<file path="src/rtl/ram_stream_reader.sv">
// ram_stream_reader: sweeps a RAM address range and streams the words out on valid/ready
module ram_stream_reader #(
  parameter int DATA_WDTH = 32,
  parameter int ADDR_WDTH = 11
) (
  input  logic                 clk,
  input  logic                 rst_n,
  input  logic                 start,
  input  logic [ADDR_WDTH-1:0] base_addr,
  input  logic [ADDR_WDTH:0]   length,
  output logic                 busy,
  output logic                 done,
  output logic                 ram_we,
  output logic [ADDR_WDTH-1:0] ram_addr,
  input  logic [DATA_WDTH-1:0] ram_dout,
  output logic [DATA_WDTH-1:0] m_data,
  output logic                 m_valid,
  input  logic                 m_ready,
  output logic                 m_last
);
  typedef enum logic [1:0] {IDLE, RUN, DRAIN} state_t;
  state_t               state_q;
  logic [ADDR_WDTH-1:0] addr_q, ram_addr_q;
  logic [ADDR_WDTH:0]   rem_q;
  logic                 inflight_q, inflight_last_q;
  logic [DATA_WDTH-1:0] d0_q, d1_q;
  logic                 l0_q, l1_q;
  logic [1:0]           cnt_q, cnt_d, slot_d;
  logic                 busy_q, done_q;
  logic                 pop, push, issue;
  // Handshake, capture and credit-gated read issue; the credit keeps buffer plus in-flight read within two slots
  always_comb begin
    pop    = (cnt_q != 2'd0) && m_ready;
    push   = inflight_q;
    cnt_d  = cnt_q + 2'(push) - 2'(pop);
    slot_d = cnt_q - 2'(pop);
    issue  = (state_q == RUN) && ((cnt_q + 2'(inflight_q) - 2'(pop)) < 2'd2);
  end
  // Command FSM, read issue pipeline and 2-entry output buffer whose head drives the stream
  always_ff @(posedge clk) begin
    if (!rst_n) begin
      state_q         <= IDLE;
      addr_q          <= '0;
      ram_addr_q      <= '0;
      rem_q           <= '0;
      inflight_q      <= 1'b0;
      inflight_last_q <= 1'b0;
      d0_q            <= '0;
      d1_q            <= '0;
      l0_q            <= 1'b0;
      l1_q            <= 1'b0;
      cnt_q           <= 2'd0;
      busy_q          <= 1'b0;
      done_q          <= 1'b0;
    end else begin
      done_q     <= 1'b0;
      inflight_q <= issue;
      if (issue) begin
        ram_addr_q      <= addr_q;
        addr_q          <= addr_q + ADDR_WDTH'(1);
        rem_q           <= rem_q - (ADDR_WDTH+1)'(1);
        inflight_last_q <= rem_q == (ADDR_WDTH+1)'(1);
      end
      case (state_q)
        IDLE: if (start) begin
          if (length != '0) begin
            addr_q  <= base_addr;
            rem_q   <= length;
            busy_q  <= 1'b1;
            state_q <= RUN;
          end else done_q <= 1'b1;
        end
        RUN: if (issue && rem_q == (ADDR_WDTH+1)'(1)) state_q <= DRAIN;
        DRAIN: if (pop && l0_q) begin
          state_q <= IDLE;
          busy_q  <= 1'b0;
          done_q  <= 1'b1;
        end
        default: state_q <= IDLE;
      endcase
      cnt_q <= cnt_d;
      if (pop) begin
        d0_q <= d1_q;
        l0_q <= l1_q;
      end
      if (push && slot_d == 2'd0) begin
        d0_q <= ram_dout;
        l0_q <= inflight_last_q;
      end
      if (push && slot_d == 2'd1) begin
        d1_q <= ram_dout;
        l1_q <= inflight_last_q;
      end
    end
  end
  assign busy     = busy_q;
  assign done     = done_q;
  assign ram_we   = 1'b0;
  assign ram_addr = ram_addr_q;
  assign m_data   = d0_q;
  assign m_valid  = cnt_q != 2'd0;
  assign m_last   = (cnt_q != 2'd0) && l0_q;
endmodule

</file>
<file path="config.mk">
export PLATFORM = sky130hd
export DESIGN_NAME = ram_stream_reader
export DESIGN_NICKNAME = d
export VERILOG_FILES = /design/src/rtl/ram_stream_reader.sv
export SDC_FILE = /design/constraint.sdc
export NUM_CORES = 1
export LEC_CHECK = 0
export CORE_ASPECT_RATIO = 1.5
export CORE_UTILIZATION = 43
export CTS_CLUSTER_DIAMETER = 150
export DETAILED_ROUTE_END_ITERATION = 16
export PLACE_DENSITY = 0.76
export SLEW_MARGIN = 20
export SYNTH_ARGS = -nofsm -noshare
export SYNTH_HDL_FRONTEND = slang
export SYNTH_SLANG_ARGS = --single-unit
</file>
<file path="constraint.sdc">
create_clock -name clk -period 1.92 [get_ports clk]
set_clock_uncertainty 0.05 [all_clocks]
set_input_delay 0.288 -clock clk [delete_from_list [all_inputs] [get_ports clk]]
set_output_delay 0.288 -clock clk [all_outputs]
set_load 0.02 [all_outputs]
</file>
# Word-level counts from Yosys, hierarchy flattened
# Index checks and enable logic that the tools add are counted.
op_classes:
  add_sub_neg: 5
  n_lt_le_gt_ge: 1
  eq_ne: 8
  muxes: 25
  reduce_logical: 15
op_table:
  columns: ["op", "n"]
  rows:
  - ["2-to-1 mux 32 bit", 2]
  - ["2-to-1 mux 12 bit", 4]
  - ["2-to-1 mux 11 bit", 4]
  - ["equality test 12 x 1 -> 1 bit, second input constant", 1]
  - ["nonzero test 12 bit", 1]
  - ["subtractor 12 x 1 -> 12 bit, second input constant", 1]
  - ["adder 11 x 1 -> 11 bit, second input constant", 1]
  - ["2-to-1 mux 1 bit", 8]
  - ["2-to-1 mux 2 bit", 4]
  - ["AND reduction 4 bit", 2]
  - ["logical AND 1 bit", 7]
  - ["!= test 2 bit, second input constant", 3]
  - ["case mux 2 bit (3 select lines)", 1]
  - ["nonzero test 2 bit", 3]
  - ["equality test 2 x 1 -> 1 bit, second input constant", 2]
  - ["logical NOT 2 bit", 2]
  - ["case mux 1 bit (2 select lines)", 2]
  - ["subtractor 2 x 1 -> 2 bit", 2]
  - ["adder 2 x 1 -> 2 bit", 1]
  - ["equality test 2 bit, second input constant", 1]
  - ["< comparator 2 bit, second input constant", 1]
  - ["!= test 2 x 1 -> 1 bit, second input constant", 1]
word_totals:
  register_bits: 108
  inputBits: 59
  output_inout_bits: 48

# Longest topological paths before layout
# Gate-level depths: netlist (run 1).
depth:
  word_depth: 9
  depth_mapped: 9

# Worst setup path after synthesis (run 1)
# Ideal clock, no wire load.
synth_timing:
  kind: "register to register"
  from: "reg cnt_q[0]"
  to: "reg rem_q[7]"
  setup_time_ns: 0.070
  t_arrival_ns: 1.975
  t_required_ns: 1.800
  slack_ns: -0.175
  path_stages_with_launch: 9
  path_cell_list: "dfxtp_1 -> nand3b_1 -> nand2_1 -> ha_1 -> a2111o_1 -> a2111oi_4 -> nand3_1 -> xor2_1 -> a21oi_1"
synth_between:
  elab_chain_cells: 9
synth_rtl:
  columns: ["element", "line", "source"]
  rows:
  - ["start, declared", "28", "logic [1:0] cnt_q, cnt_d, slot_d;"]
  - ["start signal, assigned", "81", "cnt_q <= cnt_d;"]
  - ["branches (longest 2 deep; another with adder 2 x 1 -> 2 bit)", null, null]
  - ["subtractor 2 x 1 -> 2 bit *", "37", "issue = (state_q == RUN) && ((cnt_q + 2'(inflight_q) - 2'(pop)) < 2'd2);"]
  - ["< comparator 2 bit *", "37", null]
  - ["logical AND 1 bit *", "37", null]
  - ["2-to-1 mux 12 bit *", "58", "if (issue) begin"]
  - ["2-to-1 mux 12 bit", "66", "if (length != '0) begin"]
  - ["2-to-1 mux 12 bit", "65", "IDLE: if (start) begin"]
  - ["2-to-1 mux 12 bit *", "64", "case (state_q)"]
  - ["end signal, assigned", "61", "rem_q <= rem_q - (ADDR_WDTH+1)'(1);"]
  - ["end signal, assigned", "68", "rem_q <= length;"]
  - ["end, declared", "24", "logic [ADDR_WDTH:0] rem_q;"]
# Every way passes the cells marked *.
# A chain may end at the register's enable or synchronous reset.

# Worst setup path after layout (run 1)
layout_timing:
  from: "reg cnt_q[0]"
  to: "reg addr_q[1]"
layout_between:
  elab_chain_cells: 9
layout_rtl:
  columns: ["element", "line", "source"]
  rows:
  - ["branches (longest 2 deep; another with adder 2 x 1 -> 2 bit)", null, null]
  - ["subtractor 2 x 1 -> 2 bit *", "37", null]
  - ["< comparator 2 bit *", "37", null]
  - ["logical AND 1 bit *", "37", null]
  - ["2-to-1 mux 11 bit *", "58", null]
  - ["2-to-1 mux 11 bit", "66", null]
  - ["2-to-1 mux 11 bit", "65", null]
  - ["2-to-1 mux 11 bit *", "64", null]
  - ["end signal, assigned", "60", "addr_q <= addr_q + ADDR_WDTH'(1);"]
  - ["end signal, assigned", "67", "addr_q <= base_addr;"]
  - ["end, declared", "23", "logic [ADDR_WDTH-1:0] addr_q, ram_addr_q;"]
# Marks and branches as above.

==> summary.txt, run 1 <==
Status - finished, violations left
Failing checks - negative setup slack
Routed Antenna Nets - 0
Unrepaired setup endpoints after global routing - true
Clock buffer depth - 2
Max-slew violations - 0
Synth Flop Type - dfxtp_1
Total track usage - 0.2083
Met3 usage - 0.03849
Count of different cell masters after synthesis - 40
R2R setup slack - -0.29 ns
Hold depth - 2
Peak VDD IR - 0.0005736 V
Die span in x - 86.57 um
Critical Path AT - 2.40 ns
Most frequent cells in the layout - nand2_1, dfxtp_1, clkdlybuf4s50_1, nor2_1, a311oi_1
Hold-fix buffers, CTS - 0
Detailed-route DRC error count - 0
Power density cells - 788.5 nW/um^2
Largest net degree at the start of global routing - 67
Seq/Total Area, Yosys - 0.4687
CP endpoint - addr_q[1]
FF-to-FF End - addr_q[1]
Die Ht - 128.9 um
Core Box Area - 10530 um^2
Antenna diodes - 0
Reg area - 2165 um^2
Fmax - 453.1 MHz
Data required, critical path - 2.11 ns
Setup TNS - -6.515 ns
Number of global-route vias before repair - 4159
Hold Vio Cnt, Final - 0
Mean Syn Cell Area - 8.037 um^2
CTS root buf - clkbuf_16
Initial antenna violation count - 0
Post-synth EDFFs - 0
First DRT Iteration DRCs - 202
Worst skew pair latency - 0.34 ns
Reg2Reg Depth - 11
Area Overhead vs Synth - 46.68%
Post-DP Area - 6086 um^2
Final Instance Area - 6766 um^2
Met2 Use GR - 0.3926
Max Cap Viol - 0
Pwr Total - 0.005335 W
Filler cells - 836
First-pass GRT wire length - 18580 um
Total detailed-routing wirelength - 12200 um
Ys Warns - 0
Reg2reg start - cnt_q[0]
Gr busiest metal - met2
Post-Syn Area - 4613 um^2
Fraction of registers with async set/reset - 0
Synthesized instance count - 574
Multi-input gate area - 2477 um^2
Commonest non-fill, non-tap cell in the layout - nand2_1
FP Rows - 46
Post-Syn Nets - 637
Grt total ovfl - 0
Vias per std cell - 5.222
TritonCTS clock tree - done
H-tree Lvls - 3
Post-route minimum period - 2.207 ns
PortBufs - 105
First-pass DRT Iterations - 5
Worst-path fanout max - 6
Fraction of layout cells with a size suffix above 1 - 0.1700
DR WL/cell - 14.35 um
Grt met1 use - 0.2310
Tcrit/Tclk final - 1.149
Num CTS Buffers - 9
Lkg Pwr - 2.429 nW
Critical path origin - cnt_q[0]
Synth Register Bits - 108
Die area - 11160 um^2
Initial Util - 0.4380
Critical path launch point type - flip-flop
Gpl congestion - 0.7834
Io pins - 107
HPWL after DPL - 8030 um
CP endpoint kind - flip-flop
Critical path class - flip-flop to flip-flop
Final WS setup - -0.2870 ns
Sinks on Clock Net - 108
Final setup viols - 37
Clock transition at path regs - 0.08 ns
Class of the worst hold path - flip-flop to flip-flop
Vias - 4439
Fin nets - 764
[flip-flops by register name (all words and copies together), names as in the netlist]
name	count
done	1
inflight_last_q	1
rem_q	12
busy	1
m_data	32
addr_q	11
l1_q	1
cnt_q	2
ram_addr	11
d1_q	32
inflight_q	1
l0_q	1
state_q	2
[repair_timing]
item / in CTS / in global routing
pin swaps: 6 / 35
cloned: 0 / 1
endpoints found under the setup margin: 40 / 37
gates resized for setup: 15 / 67
buffers inserted: 2 / 6
[how the worst min path moves through the flow]
stage	start	end	slack (ns)
global placement	d1_q[6]	d1_q[6]	0.39
floorplan	ram_dout[31]	d1_q[31]	0.37
detailed placement	ram_addr[3]	ram_addr[3]	0.40
global route	d1_q[1]	d1_q[1]	0.42
CTS	ram_addr[3]	ram_addr[3]	0.41
finish	d1_q[4]	d1_q[4]	0.41
[cell usage after synthesis (2+ instances only)]
cell type | number | share of area
and3_1 | 2 | 0.0027
xor2_1 | 15 | 0.028
a21oi_1 | 40 | 0.043
nand2_1 | 177 | 0.14
xnor2_1 | 4 | 0.0076
clkbuf_1 | 35 | 0.028
a311oi_1 | 35 | 0.066
dfxtp_1 | 108 | 0.47
nor4_1 | 3 | 0.0041
nor3_1 | 3 | 0.0033
a2111oi_4 | 2 | 0.012
o21ai_0 | 18 | 0.020
nand4b_1 | 3 | 0.0057
ha_1 | 4 | 0.011
clkbuf_8 | 2 | 0.0060
and2_1 | 6 | 0.0081
inv_1 | 4 | 0.0033
nand2b_1 | 4 | 0.0054
nor2_1 | 45 | 0.037
nand4_1 | 4 | 0.0054
nand3_1 | 11 | 0.012
a21boi_0 | 23 | 0.037
buf_1 | 2 | 0.0016
o21ai_1 | 4 | 0.0043
nand3b_1 | 4 | 0.0065
a31oi_1 | 2 | 0.0027
[final cells by class]
cell class	count	share of cell area
Clock inverter	6	0.01054
Timing Repair Buffer	157	0.2408
Clock buffer	10	0.03384
Tap cell	144	0.02663
Sequential cell	108	0.3199
Inverter	4	0.002219
Multi-Input combinational cell	421	0.3661
[cells by family (layout without fill, tap and decap cells)]
family	Yosys count	in the layout	share of synthesized area
AOI/OAI and AO/OA	129	129	0.1950
xor gates and xnor gates	19	19	0.03607
adders and majority gates	4	4	0.01085
buffers and inverters	45	177	0.04340
DFF	108	108	0.4687
muxes	1	1	0.002170
other	1	1	0.0008129
and+or+nand+nor	267	267	0.2430
[per-layer routing]
layer,share of wire,routed length [um],vias to the layer above
li1,-,-,2205
met1,0.40,4933,2079
met2,0.53,6514,137
met3,0.040,484,18
met4,0.022,264,0
met5,0,0,-
[power by group]
group	switching, W	internal (W)
clock network	0.000849	0.00102
registers	0.000106	0.00236
logic	0.000484	0.000512
[per-stage QoR]
stage / instances / util / hold WS (ns) / worst slack [ns]
5_1_grt: 850 / 0.6424 / 0.4184 / -0.3727
3_3_place_gp: 826 / 0.5778 / 0.3925 / -0.6818
4_1_cts: 844 / 0.6102 / 0.4086 / -0.2869
3_5_place_dp: 826 / 0.5778 / 0.3987 / -0.8069
2_1_floorplan: 574 / - / 0.3716 / -0.1469
6_report: 850 / 0.6424 / 0.4063 / -0.2870
[critical path, stage by stage, from the launching register on]
cell	delay, ns
dfxtp_2	0.35
nand3b_1	0.12
nand2_1	0.06
ha_2	0.18
a2111o_1	0.39
buf_6	0.17
buf_6	0.11
nand2_4	0.07
buf_8	0.13
buf_12	0.10
nand2_4	0.04
a311oi_2	0.32
Power figures use the tool's default switching activity.
==> run 2: changes to the inputs <==
==> constraint.sdc (replaced) <==
create_clock -name clk -period 1.93 [get_ports clk]
set_clock_uncertainty 0.05 [all_clocks]
set_input_delay 0.2895 -clock clk [delete_from_list [all_inputs] [get_ports clk]]
set_output_delay 0.2895 -clock clk [all_outputs]
set_load 0.02 [all_outputs]
==> run 2 against run 1 <==
Net effect:
- the flow still finishes with violations (negative setup slack)
- maximum frequency grew 0.58%
- clock-buffer cell count stayed put
- flip-flop and latch count stayed put
- critical endpoint is now state_q[0]
==> summary.txt, run 2 (synthesis results as in run 1) <==
Routed Antenna Nets - 0 (unchanged)
Max-slew violations - 0 (unchanged)
Tcrit/Tclk final - 1.137 (-0.01261)
DP Worst Slack - -0.8248 ns (-0.01797 ns)
Met2 wire len - 6268 um (-3.8%)
First DRT Iteration DRCs - 205 (+1.5%)
Final WS setup - -0.2642 ns (+0.02283 ns)
Io pins - 107 (unchanged)
CTS root buf - clkbuf_16
Flop pwr share - 0.459 (-0.003)
Clock transition at path regs - 0.07 ns (about the same)
Max Cap Viol - 0 (unchanged)
Grt total ovfl - 0 (unchanged)
Data required, critical path - 2.10 ns (about the same)
Number of global-route vias before repair - 4330 (+4.1%)
Post-route minimum period - 2.194 ns (-0.01283 ns)
Crit-path cells - nand3b_1 -> nand2_1 -> ha_4 -> a2111o_1 -> a2111oi_4 -> buf_6 -> nand4b_1 -> nand2_1 -> a21oi_2
Critical Path AT - 2.37 ns (-0.03 ns)
Sinks on Clock Net - 108 (unchanged)
H-tree Lvls - 3 (unchanged)
Hold-fix buffers, CTS - 0 (unchanged)
Filler cells - 866 (+3.6%)
Setup TNS - -5.584 ns (+0.9309 ns)
Antenna diodes - 0 (unchanged)
Initial antenna violation count - 0 (unchanged)
Internal - 0.003959 W (+1.6%)
Worst Path Buf+Inv - 1 (-3)
Die span in x - 86.57 um (unchanged)
Power density cells - 807.7 nW/um^2 (+2.4%)
Fin nets - 758 (-0.79%)
Hold Vio Cnt, Final - 0 (unchanged)
TritonCTS clock tree - done
Class of the worst hold path - flip-flop to flip-flop
Comb power frac - 0.170 (-0.017)
Gpl congestion - 0.7825 (-0.11%)
Lkg Pwr - 2.329 nW (-4.1%)
Num CTS Buffers - 9 (unchanged)
CP top delay family - compound AO/OA/AOI/OAI gates
Initial Util - 0.4380 (unchanged)
Detailed-route DRC error count - 0 (unchanged)
CP endpoint kind - flip-flop
Vias - 4396 (-0.97%)
Switching share of total power - 0.2571 (-0.01281)
FP Rows - 46 (unchanged)
Status - finished, violations left
Most frequent cells in the layout - nand2_1, dfxtp_1, clkdlybuf4s50_1, nor2_1, a21oi_1
DR WL/cell - 13.69 um (-4.6%)
Final Util - 0.6264 (-0.01604)
Critical path launch point type - flip-flop
Worst-path fanout max - 8 (+2)
Clock buffer depth - 2 (unchanged)
Area Overhead vs Synth - 43.02%
Total track usage - 0.2091 (+0.0008008)
HPWL after DPL - 7901 um (-1.6%)
Slowest-stage cell, CP - a2111o_1
Hold slack - 0.4061 ns (-0.0001890 ns)
Multi-input gate area - 2394 um^2 (-3.4%)
Switching Power - 0.001370 W (-4.9%)
Peak VDD IR - 0.0004783 V (-17%)
Largest net degree at the start of global routing - 67 (unchanged)
Met3 wire len - 398 um (-18%)
Final instance count without filler cells - 844 (-0.71%)
Fmax - 455.7 MHz (+0.58%)
Worst skew pair latency - 0.35 ns (about the same)
Unrepaired setup endpoints after global routing - true
First-pass DRT Iterations - 4 (-1)
Final setup viols - 36 (-2.7%)
Most Frequent Cell on Critical Path - nand2_1
Wl on met1 - 4606 um (-6.6%)
Failing checks - negative setup slack
Critical path class - flip-flop to flip-flop
First-pass GRT wire length - 18840 um (+1.4%)
Die area - 11160 um^2 (unchanged)
Commonest non-fill, non-tap cell in the layout - nand2_1
Clock group share of total power - 0.371 (+0.020)
Vias per std cell - 5.209 (-0.26%)
Die Ht - 128.9 um (unchanged)
PortBufs - 105 (unchanged)
Placed Cells incl. Taps - 824 (-0.24%)
Core Box Area - 10530 um^2 (unchanged)
Critical path's largest stage delay - 0.39 ns (about the same)
Total detailed-routing wirelength - 11560 um (-5.3%)
Fraction of layout cells with a size suffix above 1 - 0.1329 (-0.03711)
Reg area - 2167 um^2 (+0.12%)
Highest Signal Layer - met4
-- run 2: cell count changes in the layout (fill, tap and decap cells not counted), moves of 4 or more --
| cell | before | now |
|---|---|---|
| buf_6 | 13 | 9 |
| nand2_4 | 10 | 1 |
| nand2_1 | 160 | 174 |
| nand2_2 | 7 | 2 |
| a21oi_1 | 28 | 35 |
| a21oi_2 | 12 | 5 |
-- run 2: tightest hold or removal path, cell delays in order (launching register included) --
cell     delay (ns)
dfxtp_1        0.31
nand2_1        0.05
a21oi_1        0.05
-- run 2: per-stage QoR --
step,total power [W],cell area (um^2)
CTS,0.005326,6471
detailed placement,0.003338,6071
finish,0.005329,6598
floorplan,0.002911,4623
global placement,0.003310,6071
global route,0.005549,6598
-- run 2: final cells by class --
class | instances | share of cell area
Inverter | 4 | 0.002276
Clock buffer | 10 | 0.03471
Multi-Input combinational cell | 421 | 0.3628
Clock inverter | 6 | 0.01460
Tap cell | 144 | 0.02731
Sequential cell | 108 | 0.3285
Timing Repair Buffer | 151 | 0.2298
-- run 2: what timing repair did --
| item | 4_1_cts | 5_1_grt |
|---|---|---|
| buffers inserted | 3 | 2 |
| endpoints found under the hold margin | 0 | 0 |
| gates resized for setup | 20 | 25 |
| cloned | 0 | 0 |
| pin swaps | 8 | 17 |
| endpoints found under the setup margin | 40 | 38 |
-- run 2: path summary, 6_finish.rpt --
check,cells after the start,start,endpoint,slack [ns]
min reg2reg,2,d1_q[4],d1_q[4],0.41
min,2,d1_q[4],d1_q[4],0.41
max,9,cnt_q[0],state_q[0],-0.26
max reg2reg,9,cnt_q[0],state_q[0],-0.26
-- run 2: power by group through the flow --
| stage | registers, W | clock network [W] | logic [W] |
|---|---|---|---|
| after floorplan | 0.00254 | 0 | 0.000367 |
| after global placement | 0.00248 | 0 | 0.000828 |
| after detailed placement | 0.00249 | 0 | 0.000849 |
| after CTS | 0.00244 | 0.00202 | 0.000869 |
| after global routing | 0.00246 | 0.00211 | 0.000978 |
| final | 0.00245 | 0.00198 | 0.000904 |
-- run 2: routing by layer --
layer / GRT usage / vias up
li1: - / 2199
met1: 0.2281 / 2058
met2: 0.3931 / 115
met3: 0.02886 / 24
met4: 0.09706 / 0
met5: 0 / -
